--- src/rtl/ofdm_symbol_scheduler.sv ---
// OFDM symbol scheduler: walks N_FFT slots per symbol, classifies each slot as
// null/data/pilot and pulls QAM or pilot samples through zero-latency handshakes.
module ofdm_symbol_scheduler #(
    parameter int N_FFT         = 2048,
    parameter int IDX_W         = 11,
    parameter int GUARD_LO      = 108,
    parameter int GUARD_HI      = 107,
    parameter int PILOT_SPACING = 12,
    parameter int PILOT_OFFSET  = 1,
    parameter int N_SYM         = 14,
    parameter int GAP_CYCLES    = 4
) (
    input  logic             clk,
    input  logic             res,
    input  logic             en,
    input  logic             start,
    input  logic             valid_qam,
    input  logic             valid_pilot,
    input  logic             out_ready,
    output logic             take_qam,
    output logic             take_pilot,
    output logic             out_valid,
    output logic [1:0]       sel,
    output logic [IDX_W-1:0] index,
    output logic             sop,
    output logic             eop,
    output logic [3:0]       sym_idx,
    output logic             frame_done,
    output logic             busy
);

    typedef enum logic [1:0] {
        ST_IDLE = 2'd0,
        ST_SYM  = 2'd1,
        ST_GAP  = 2'd2
    } state_t;

    localparam int PH_W  = $clog2(PILOT_OFFSET + PILOT_SPACING + 1);
    localparam int GAP_W = (GAP_CYCLES > 1) ? $clog2(GAP_CYCLES) : 1;

    localparam logic [IDX_W-1:0] LAST_IDX  = IDX_W'(N_FFT - 1);
    localparam logic [IDX_W-1:0] DC_IDX    = IDX_W'(N_FFT / 2);
    localparam logic [IDX_W-1:0] GLO_END   = IDX_W'(GUARD_LO);
    localparam logic [IDX_W-1:0] GHI_START = IDX_W'(N_FFT - GUARD_HI);
    localparam logic [PH_W-1:0]  PH_START  = PH_W'(PILOT_OFFSET);
    localparam logic [PH_W-1:0]  PH_RELOAD = PH_W'(PILOT_SPACING - 1);
    localparam logic [GAP_W-1:0] GAP_LAST  = GAP_W'(GAP_CYCLES - 1);
    localparam logic [3:0]       SYM_LAST  = 4'(N_SYM - 1);

    state_t           state_r, state_s;
    logic [IDX_W-1:0] index_r, index_s;
    logic [3:0]       sym_r, sym_s;
    logic [GAP_W-1:0] gap_r, gap_s;
    logic [PH_W-1:0]  phase_r, phase_s;
    logic             frame_done_r, frame_done_s;
    logic             null_s, out_valid_s, accept_s, sop_s, eop_s;
    logic [1:0]       sel_s;

    // Slot classification, handshake and next-state logic.
    always_comb begin
        state_s      = state_r;
        index_s      = index_r;
        sym_s        = sym_r;
        gap_s        = gap_r;
        phase_s      = phase_r;
        frame_done_s = 1'b0;

        null_s = (index_r < GLO_END) || (index_r >= GHI_START) || (index_r == DC_IDX);
        // phase_r counts slots down to the next pilot position; zero means this slot.
        if (null_s) begin
            sel_s = 2'd0;
        end else if (phase_r == {PH_W{1'b0}}) begin
            sel_s = 2'd2;
        end else begin
            sel_s = 2'd1;
        end

        case (sel_s)
            2'd0:    out_valid_s = (state_r == ST_SYM);
            2'd1:    out_valid_s = (state_r == ST_SYM) && valid_qam;
            2'd2:    out_valid_s = (state_r == ST_SYM) && valid_pilot;
            default: out_valid_s = 1'b0;
        endcase

        accept_s = en && out_valid_s && out_ready;
        sop_s    = accept_s && (index_r == {IDX_W{1'b0}});
        eop_s    = accept_s && (index_r == LAST_IDX);

        case (state_r)
            ST_IDLE: begin
                if (start && !frame_done_r) begin
                    state_s = ST_SYM;
                    index_s = {IDX_W{1'b0}};
                    sym_s   = 4'd0;
                    phase_s = PH_START;
                end else begin
                    state_s = ST_IDLE;
                end
            end
            ST_SYM: begin
                if (eop_s) begin
                    index_s = {IDX_W{1'b0}};
                    phase_s = PH_START;
                    gap_s   = {GAP_W{1'b0}};
                    if (sym_r == SYM_LAST) begin
                        state_s      = ST_IDLE;
                        sym_s        = 4'd0;
                        frame_done_s = 1'b1;
                    end else begin
                        sym_s   = sym_r + 4'd1;
                        state_s = (GAP_CYCLES == 0) ? ST_SYM : ST_GAP;
                    end
                end else if (accept_s) begin
                    index_s = index_r + {{(IDX_W-1){1'b0}}, 1'b1};
                    phase_s = (phase_r == {PH_W{1'b0}}) ? PH_RELOAD
                                                         : phase_r - {{(PH_W-1){1'b0}}, 1'b1};
                end else begin
                    state_s = ST_SYM;
                end
            end
            ST_GAP: begin
                if (gap_r == GAP_LAST) begin
                    state_s = ST_SYM;
                end else begin
                    gap_s = gap_r + {{(GAP_W-1){1'b0}}, 1'b1};
                end
            end
            default: begin
                state_s = ST_IDLE;
            end
        endcase
    end

    // State registers; en low freezes everything.
    always_ff @(posedge clk) begin
        if (res) begin
            state_r      <= ST_IDLE;
            index_r      <= {IDX_W{1'b0}};
            sym_r        <= 4'd0;
            gap_r        <= {GAP_W{1'b0}};
            phase_r      <= PH_START;
            frame_done_r <= 1'b0;
        end else if (en) begin
            state_r      <= state_s;
            index_r      <= index_s;
            sym_r        <= sym_s;
            gap_r        <= gap_s;
            phase_r      <= phase_s;
            frame_done_r <= frame_done_s;
        end
    end

    assign out_valid  = out_valid_s;
    assign sel        = sel_s;
    assign index      = index_r;
    assign take_qam   = accept_s && (sel_s == 2'd1);
    assign take_pilot = accept_s && (sel_s == 2'd2);
    assign sop        = sop_s;
    assign eop        = eop_s;
    assign sym_idx    = sym_r;
    assign frame_done = frame_done_r;
    assign busy       = (state_r != ST_IDLE);

endmodule

--- config.mk ---
export PLATFORM = sky130hd
export DESIGN_NAME = ofdm_symbol_scheduler
export DESIGN_NICKNAME = d
export VERILOG_FILES = /design/src/rtl/ofdm_symbol_scheduler.sv
export SDC_FILE = /design/constraint.sdc
export NUM_CORES = 1
export LEC_CHECK = 0
export CAP_MARGIN = 15
export CORE_ASPECT_RATIO = 0.6
export CORE_MARGIN = 3
export CORE_UTILIZATION = 35
export DETAILED_ROUTE_END_ITERATION = 8
export GPL_TIMING_DRIVEN = 0
export HOLD_SLACK_MARGIN = 0.06
export SLEW_MARGIN = 20
export SYNTH_ARGS = -nofsm -noshare
export SYNTH_HDL_FRONTEND = slang
export SYNTH_SLANG_ARGS = --single-unit
export TNS_END_PERCENT = 30
--- constraint.sdc ---
create_clock -name clk -period 2.3 [get_ports clk]
set_input_delay 0.23 -clock clk [delete_from_list [all_inputs] [get_ports clk]]
set_output_delay 0.23 -clock clk [all_outputs]
set_load 0.02 [all_outputs]
; ---- Word level (Yosys, flattened, before mapping)
; Cells that the tools add are included.
[op_classes]
add_sub_neg = 4
mul = 0
n_div = 0
n_lt_le_gt_ge = 2
n_eq_ne = 14
shifts = 0
muxes = 28
bitwise = 0
reduce_logical = 23
[ops]
columns = op, n
row1 = 2-to-1 mux 11 bit, 3
row2 = 2-to-1 mux 4 bit, 7
row3 = equality test 11 bit (second input constant), 2
row4 = one-hot mux 11 bit (2 select lines), 1
row5 = 2-to-1 mux 2 bit, 8
row6 = one-hot mux 4 bit (2 select lines), 2
row7 = AND reduction 4 bit, 3
row8 = adder 11 x 1 -> 11 bit (second input constant), 1
row9 = greater-or-equal comparator 11 bit (second input constant), 1
row10 = zero test 11 bit, 1
row11 = < comparator 11 x 7 -> 1 bit (second input constant), 1
row12 = logical AND 1 bit, 9
row13 = != test 2 bit (second input constant), 4
row14 = equality test 2 bit (second input constant), 3
row15 = != test 3 bit (second input constant), 2
row16 = one-hot mux 2 bit (3 select lines), 1
row17 = nonzero test 2 bit, 3
row18 = adder 4 x 1 -> 4 bit (second input constant), 1
row19 = equality test 2 x 1 -> 1 bit (second input constant), 2
row20 = equality test 4 bit (second input constant), 1
row21 = zero test 2 bit, 2
row22 = zero test 4 bit, 1
row23 = 2-to-1 mux 1 bit, 4
row24 = one-hot mux 2 bit (2 select lines), 1
row25 = other kinds (6), 7
[word_totals]
register_bits = 24
latchBits = 0
ram_bits = 0
romBits = 0
inputBits = 7
out_inout_bits = 24
elab_cells = 77
n_memories = 0

; ---- Logic depth before layout (Yosys ltp)
; Gate-level depths: netlist of run 1.
[depth]
word_depth = 11
depth_mapped = 9

; ---- Worst setup path after synthesis of run 1
; No wires, ideal clock.
[synth_path]
path_type = register to output
start = register index_r[1] (netlist: index[1])
end = output port take_qam
arrival_ns = 2.179
required_time_ns = 2.070
slack_ns = -0.109
stages_incl_launch_ff = 8
cell_sequence = dfxtp_1 > inv_1 > ha_1 > o31a_2 > o21ai_0 > a21o_2 > and3b_2 > nor3b_1
[synth_via]
elab_chain_cells = 9
elab_cells_between_ends = 13
[synth_rtl]
columns = element, line
row1 = from (decl), 51  ; logic [IDX_W-1:0] index_r, index_s;
row2 = from (signal assigned), 138  ; index_r <= {IDX_W{1'b0}};
row3 = from (signal assigned), 145  ; index_r <= index_s;
row4 = < comparator 11 x 7 -> 1 bit or greater-or-equal comparator 11 bit (tied branches), 68  ; null_s = (index_r < GLO_END) || (index_r >= GHI_START) || (index_r == DC_IDX);
row5 = logical OR 1 bit, 68
row6 = logical OR 1 bit (*), 68
row7 = 2-to-1 mux 2 bit (*), 70  ; if (null_s) begin
row8 = net sel[0], 23  ; output logic [1:0] sel,
row9 = "equality test 2 bit, or another cell as far along", 78  ; case (sel_s)
row10 = one-hot mux 1 bit (3 select lines), 78
row11 = logical AND 1 bit (2 in a row), 85  ; accept_s = en && out_valid_s && out_ready;
row12 = logical AND 1 bit (*), 156  ; assign take_qam = accept_s && (sel_s == 2'd1);
row13 = to (decl), 20  ; output logic take_qam,
; Mark *: on every way through the listed nets, which the timed path passes. The rest lies on a longest branch.

; ---- Final worst setup path of run 1
[layout_path]
start = register index_r[2] (netlist: index[2])
end = output port take_pilot
[layout_via]
elab_chain_cells = 9
elab_cells_between_ends = 13
[layout_rtl]
columns = element, line
row1 = < comparator 11 x 7 -> 1 bit or greater-or-equal comparator 11 bit (tied branches), 68
row2 = logical OR 1 bit, 68
row3 = logical OR 1 bit (*), 68
row4 = 2-to-1 mux 2 bit (*), 70
row5 = "equality test 2 bit, or another cell as far along", "78, 157"
row6 = one-hot mux 1 bit (3 select lines), 78
row7 = logical AND 1 bit (2 in a row), 85
row8 = logical AND 1 bit (*), 157  ; assign take_pilot = accept_s && (sel_s == 2'd2);
row9 = to (decl), 21  ; output logic take_pilot,
; Every way passes the cells marked *; elsewhere a longest branch is shown, timed or not.

==> impl_metrics.py, run 1 <==
metrics = {
    "power": {
        "internal_power_mw": 0.6973,
        "p_leak_nw": 0.7939,
        "switchingPower_mw": 0.2215,
        "switching_share_pct": 24.11,
        "seqPwrFrac_pct": 45.9,
        "power_mw": 0.9188,
        "power_density_mw_per_mm2": 427.9,
        "power_frac_comb_pct": 12.5,
        "vdd_drop_max_uv": 206.4,
        "p_clk_share_pct": 41.6,
    },
    "place": {
        "portBuffers": 30,
        "place_congestion": 0.8034,
        "place_ws_ps": -378.4,
        "dp_hpwl_mm": 3.438,
    },
    "cts": {
        "clock_insertion_delay_worst_skew_ps": 280,
        "h-tree-depth": 1,
        "root_buffer": "clkbuf_8",
        "cts_buffer_depth": 2,
        "cts_buffers": 3,
        "cts_tree": "built",
        "holdBufCountCts": 0,
        "clk_pin_slew_ps": 90,
        "cts_sinks": 24,
    },
    "critical_path": {
        "r2r_slack_ps": 60,
        "worstPathRequired_ps": 2070,
        "cp-start-kind": "register",
        "arrival_ps": 2070,
        "crit_start": "index[2]",
        "path_class": "reg2out",
        "crit_path_end_kind": "primary output",
        "crit_fanout": 9,
        "timing.rr.start": "index[2]",
    },
    "drt": {
        "dr.pass1.iters": 5,
        "post-route-drc-count": 0,
        "drt_wl_total_mm": 4.613,
        "vias_per_cell": 5.580,
        "drtIter0Drc": 107,
        "num_vias": 1702,
        "wl_per_cell_um": 15.12,
        "detail-route-antenna-nets": 0,
    },
    "timing": {
        "finalSetupViolations": 1,
        "relSlewSlack_pct": 65.14,
        "hold_viol": 0,
        "finClkSkew_ps": 7.301,
        "fmax_mhz": 433.9,
        "worstMarginPinSlew_ps": 521.2,
        "finalCritPeriodShare_pct": 100.2,
        "fin_crit_ps": 2305,
        "setup_slack_ps": -4.883,
        "rsz0062_at_grt": "yes",
        "slew_violations": 0,
    },
    "floorplan": {
        "rows": 18,
        "dieArea_mm2": 0.005485,
        "io_pins": 31,
        "start_util_pct": 37.69,
        "die_h_um": 58.58,
        "core_mm2": 0.004279,
        "die_w_um": 93.64,
    },
    "yosys": {
        "synth_area_mm2": 0.001613,
        "seq_area_frac_synth_pct": 29.79,
        "yosysTopAreaCell": "dfxtp_1",
        "async_reset_ff_share_pct": 0,
        "synth_cell_types": 52,
        "yosys_warnings": 0,
        "syn_inst": 205,
        "syn_area_per_cell_um2": 7.867,
        "synth_edf_count": 0,
        "syn-num-nets": 220,
        "ys_seq_elements": 24,
        "synthFlopType": "dfxtp_1",
        "synth_top_area_share_pct": 29.79,
        "synth_area_leaders": "dfxtp_1 (30%), ha_1 (6.2%), o21ai_0 (5.6%)",
    },
    "run_status": {
        "violations": "setup timing",
        "status": "finished with violations",
    },
    "grt": {
        "grt_overflow": 0,
        "grt_antenna_before_repair": 0,
        "grt_max_degree": 15,
        "grt_pass1_wl_mm": 7.169,
        "track_usage_pct": 16.66,
        "grt_pass1_vias": 1397,
    },
    "cells_and_area": {
        "final_layout_size_suffix_gt1_share_pct": 19.18,
        "n_antenna_cell": 0,
        "nets": 261,
        "n_fill_cell": 427,
        "areaGrowthSynthToFinish_pct": 33.13,
    },
    "worst_hold_path": {
        "min-delay-start": "en",
        "hp-class": "in2reg",
    },
    "flow_run": {
        "drv_cap": 0,
    },
}
==> stage by stage <==
| stage | std cells | cell area, um2 | util (%) | setup TNS (ps) | hold WS (ps) |
|---|---|---|---|---|---|
| global placement | 295 | 1993 | 46.58 | -3166 | 484.6 |
| detailed placement | 295 | 1993 | 46.58 | -3183 | 490.3 |
| CTS | 301 | 2113 | 49.39 | -109.0 | 507.4 |
| finish | 305 | 2147 | 50.18 | -4.883 | 417.7 |
| floorplan | 205 | 1618 | - | -105.7 | 381.6 |
| global route | 305 | 2147 | 50.18 | -511.1 | 479.1 |
==> power by group through the flow <==
stage / Combinational (mW) / Clock, mW / Sequential (mW)
6_report: 0.115 / 0.382 / 0.422
5_1_grt: 0.126 / 0.403 / 0.423
4_1_cts: 0.108 / 0.389 / 0.422
3_5_place_dp: 0.104 / 0 / 0.434
3_3_place_gp: 0.104 / 0 / 0.434
2_1_floorplan: 0.0617 / 0 / 0.434
==> layer usage <==
| metal | global-route usage (%) | vias to the layer above | wire length (um) |
|---|---|---|---|
| met2 | 21.95 | 60 | 1782 |
| met1 | 27.02 | 787 | 2492 |
| met4 | 2.675 | 0 | 25 |
| met5 | 0 | - | 0 |
| li1 | - | 850 | - |
| met3 | 3.959 | 5 | 313 |
==> state kept, by name, indices dropped and copies added, names as in the netlist <==
signal and cells:
frame_done 1, phase_r 4, index 11, gap_r 2
sym_idx 4, state_r 2
==> cell usage in the layout (no fill, tap or decap), drive strengths merged, types with 3 or more instances in the layout <==
master         instances
nor2b                  5
mux2i                  3
inv                   10
clkdlybuf4s50         22
nor2                  20
a21oi                 15
o21ai                 18
nand4                  6
buf                   14
and3                   4
a31oi                  7
nand3                 13
dfxtp                 24
nand2                 12
nor3                   6
clkbuf                 7
nor3b                  5
ha                     8
o211ai                 5
==> kinds of logic after synthesis <==
family                     synth area share, %
AOI/OAI and AO/OA                        24.59
adders and majority gates                6.207
buffers and inverters                    6.982
DFF                                      29.79
muxes                                    1.862
and+or+nand+nor                          30.57
==> cell type report <==
class / count / area (um2) / area share (%)
clock inverter: 1 / 30.03 / 1.399
tap: 60 / 75.07 / 3.497
multi-input combinational: 161 / 1059 / 49.30
buffer: 9 / 70.07 / 3.263
inverter: 10 / 37.54 / 1.748
timing repair buffer: 37 / 339.1 / 15.79
sequential: 24 / 495.5 / 23.08
clock buffer: 3 / 41.29 / 1.923
==> repair_timing <==
item                                    in CTS  in global routing
gates resized for setup                     37                 11
endpoints found under the hold margin        0                  0
pin swaps                                    1                  2
endpoints found under the setup margin      23                 20
setup buffers                                3                  4
==> worst max-delay path: stages, from the launching register on <==
cell     delay [ps]
dfxtp_4         390
nor4_4          290
nand4_1         120
a211o_1         330
buf_4           170
and3_2          200
nor3b_1         140
buf_2           160
==> synth_stat cells (all sizes together) (2+ instances only) <==
master        n
nor2         20
a21oi        15
nand3        13
nand2        12
dfxtp        24
nor4b         2
nand3b        2
nand4         6
dlygate4sd1   2
o211ai        5
ha            8
a31oi         7
a211oi        2
inv          10
nor3b         5
a41oi         2
mux2i         3
or3           2
o31ai         2
o21ai        18
clkbuf        5
and2          2
nor3          6
nor4          2
and3          4
buf           3
nor2b         5
or2           2
==> worst paths after layout <==
path	to	cells past startpoint
setup / recovery	take_pilot	7
hold / removal	state_r[0]	3
setup reg to reg	index[3]	8
hold reg to reg	gap_r[1]	2
Power figures use the tool's default switching activity.
==> run 2, diff against run 1 <==
Settings changed: ABC_AREA from default to 1.
==> run 2 against run 1 <==
- the run now ends clean
- sequential share of layout area is 1.2 points lower
- non-clock buffer count is 11 lower
- combinational power grew 120%
- power rose by 8.4%
- final cell count increased by 20%
- sequential power grew 6.4%
- largest power group unchanged
- die area increased by 9.0%
- count of clock-buffer cells in the layout up 1
==> impl_metrics.py, run 2 <==
metrics = {
    "critical_path": {
        "arrival_ps": 1960,
        "crit_path_end_kind": "primary output",
        "path_class": "reg2out",
        "cp_slowest_stage_delay_ps": 360,
        "cp-start-kind": "register",
        "worstPathRequired_ps": 2070,
        "cp_cell_sequence": "inv_1, ha_1, nand2_1, nor2_2, nand2_1, nand2_2, clkinv_4, nand4_2, inv_1, nor2_4, nand3_2, inv_1, buf_4",
        "crit_fanout": 5,
        "crit_top_cell": "inv_1",
        "slowest_stage": "dfxtp_2",
    },
    "worst_hold_path": {
        "hp-class": "reg2reg",
    },
    "place": {
        "portBuffers": 30,
        "place_ws_ps": -180.3,
        "dpl-instance-area_mm2": 0.002151,
        "dp_hpwl_mm": 3.462,
        "place_congestion": 0.7909,
    },
    "yosys": {
        "syn_area_per_cell_um2": 6.636,
        "async_reset_ff_share_pct": 0,
        "synth_top_area_share_pct": 27.12,
        "synthFlopType": "dfxtp_1",
        "synth_most_common_cell": "nand2_1",
        "synth_area_leaders": "dfxtp_1 (27%), nand2_1 (13%), inv_1 (8.7%)",
        "syn-num-nets": 282,
        "synth_edf_count": 0,
        "synth_area_mm2": 0.001772,
        "yosys_warnings": 0,
        "yosysTopAreaCell": "dfxtp_1",
        "ys_seq_elements": 24,
        "synth_cell_types": 31,
        "synthTopCellsByCount": "nand2_1 (62), inv_1 (41), nor2_1 (39)",
        "syn_inst": 267,
        "seq_area_frac_synth_pct": 27.12,
    },
    "grt": {
        "grt_antenna_before_repair": 0,
        "grt_pass1_wl_mm": 7.348,
        "track_usage_pct": 15.41,
        "grt_max_degree": 14,
        "grt_pass1_vias": 1558,
        "grt_overflow": 0,
    },
    "power": {
        "switchingPower_mw": 0.3161,
        "seqPwrFrac_pct": 45.0,
        "power_frac_comb_pct": 25.4,
        "power_density_mw_per_mm2": 450.7,
        "p_clk_share_pct": 29.5,
        "p_leak_nw": 0.9861,
        "vdd_drop_max_uv": 193.8,
        "switching_share_pct": 31.73,
        "internal_power_mw": 0.6803,
    },
    "timing": {
        "worstMarginPinSlew_ps": 819.4,
        "finClkSkew_ps": 7.165,
        "finalCritPeriodShare_pct": 95.21,
        "hold_viol": 0,
        "fin_crit_ps": 2190,
        "rsz0062_at_grt": "yes",
        "setup_slack_ps": 110.2,
        "slew_violations": 0,
        "fmax_mhz": 456.7,
        "finalSetupViolations": 0,
        "relSlewSlack_pct": 45.07,
    },
    "cells_and_area": {
        "final_area_mm2": 0.002211,
        "n_fill_cell": 489,
        "final_common_cell": "nand2_1",
        "n_antenna_cell": 0,
        "final_cell_mix": "nand2_1 (62), inv_1 (40), nor2_1 (39), clkdlybuf4s50_1 (23), dfxtp_1 (22)",
        "final_layout_size_suffix_gt1_share_pct": 16.56,
        "nets": 318,
        "largest_reg_flops": 11,
        "areaGrowthSynthToFinish_pct": 24.79,
    },
    "cts": {
        "cts_buffers": 3,
        "holdBufCountCts": 0,
        "root_buffer": "clkbuf_8",
        "cts_buffer_depth": 2,
        "clock_insertion_delay_worst_skew_ps": 270,
        "clk_pin_slew_ps": 80,
        "h-tree-depth": 1,
        "cts_sinks": 24,
        "cts_tree": "built",
    },
    "floorplan": {
        "start_util_pct": 37.45,
        "rows": 19,
        "core_mm2": 0.004731,
        "die_w_um": 97.85,
        "dieArea_mm2": 0.005980,
        "die_h_um": 61.11,
        "io_pins": 31,
    },
    "drt": {
        "drtIter0Drc": 79,
        "post-route-drc-count": 0,
        "wl_per_cell_um": 12.07,
        "num_vias": 1744,
        "dr.pass1.iters": 4,
        "detail-route-antenna-nets": 0,
        "drt_wl_total_mm": 4.407,
        "vias_per_cell": 4.778,
    },
    "flow_run": {
        "drv_cap": 0,
    },
    "run_status": {
        "status": "completed",
    },
}
-- run 2: layout make-up --
cell class | instances | area [um2] | area share [%]
clock buffer | 4 | 55.05 | 2.490
inverter | 44 | 170.2 | 7.697
timing repair buffer | 31 | 287.8 | 13.02
multi-input combinational | 195 | 1105 | 49.97
buffer | 4 | 31.28 | 1.415
sequential | 24 | 483.0 | 21.84
tap | 63 | 78.83 | 3.565
-- run 2: path summary, 6_finish.rpt --
| kind | end | start | cells past startpoint | slack [ps] |
|---|---|---|---|---|
| worst min-delay path | phase_r[3] | phase_r[3] | 2 | 470 |
| worst min register to register | phase_r[3] | phase_r[3] | 2 | 470 |
| worst max-delay path | eop | index[1] | 13 | 110 |
| worst max register to register | phase_r[0] | index[1] | 16 | 180 |
-- run 2: kinds of logic (layout without fill, tap and decap cells) --
| family | after synthesis | after routing | synth area share, % |
|---|---|---|---|
| AO/OA/AOI/OAI | 20 | 20 | 7.486 |
| flip-flops | 24 | 24 | 27.12 |
| XOR/XNOR | 6 | 6 | 2.967 |
| AND/OR/NAND/NOR | 161 | 161 | 45.41 |
| adder cells (fa/ha/maj) | 8 | 8 | 5.650 |
| buffers and inverters | 48 | 83 | 11.37 |
-- run 2: worst max-delay path: cells and delay by family, from the launching register on --
family / cells / cell delay [ps]
flops: 1 / 360
simple gates: 7 / 700
fa+ha+maj: 1 / 160
buf+inv: 5 / 480
-- run 2: what timing repair did --
item | 4_1_cts | 5_1_grt
endpoints found under the setup margin | 7 | 6
gates resized for setup | 16 | 10
buffers inserted | 1 | 0
-- run 2: per-layer routing --
metal	global-route usage (%)	wire length [um]
met5	0	0
met4	2.761	21
met1	22.46	2375
met2	23.50	1782
met3	3.733	229
-- run 2: metrics by stage --
stage | cells | setup TNS (ps) | hold slack [ps] | power, mW | util, %
floorplan | 267 | 0 | 292.4 | 0.6322 | -
global placement | 360 | -448.6 | 457.5 | 0.7116 | 45.46
detailed placement | 360 | -500.8 | 465.2 | 0.7121 | 45.46
CTS | 365 | 0 | 477.3 | 1.010 | 46.73
global route | 365 | -143.3 | 498.3 | 1.062 | 46.73
finish | 365 | 0 | 472.5 | 0.9965 | 46.73
-- run 2: power by group through the flow --
stage	Combinational (mW)	Sequential (mW)	Clock, mW
6_report	0.253	0.449	0.294
5_1_grt	0.285	0.453	0.325
4_1_cts	0.252	0.449	0.310
3_5_place_dp	0.253	0.459	0
3_3_place_gp	0.253	0.459	0
2_1_floorplan	0.165	0.467	0
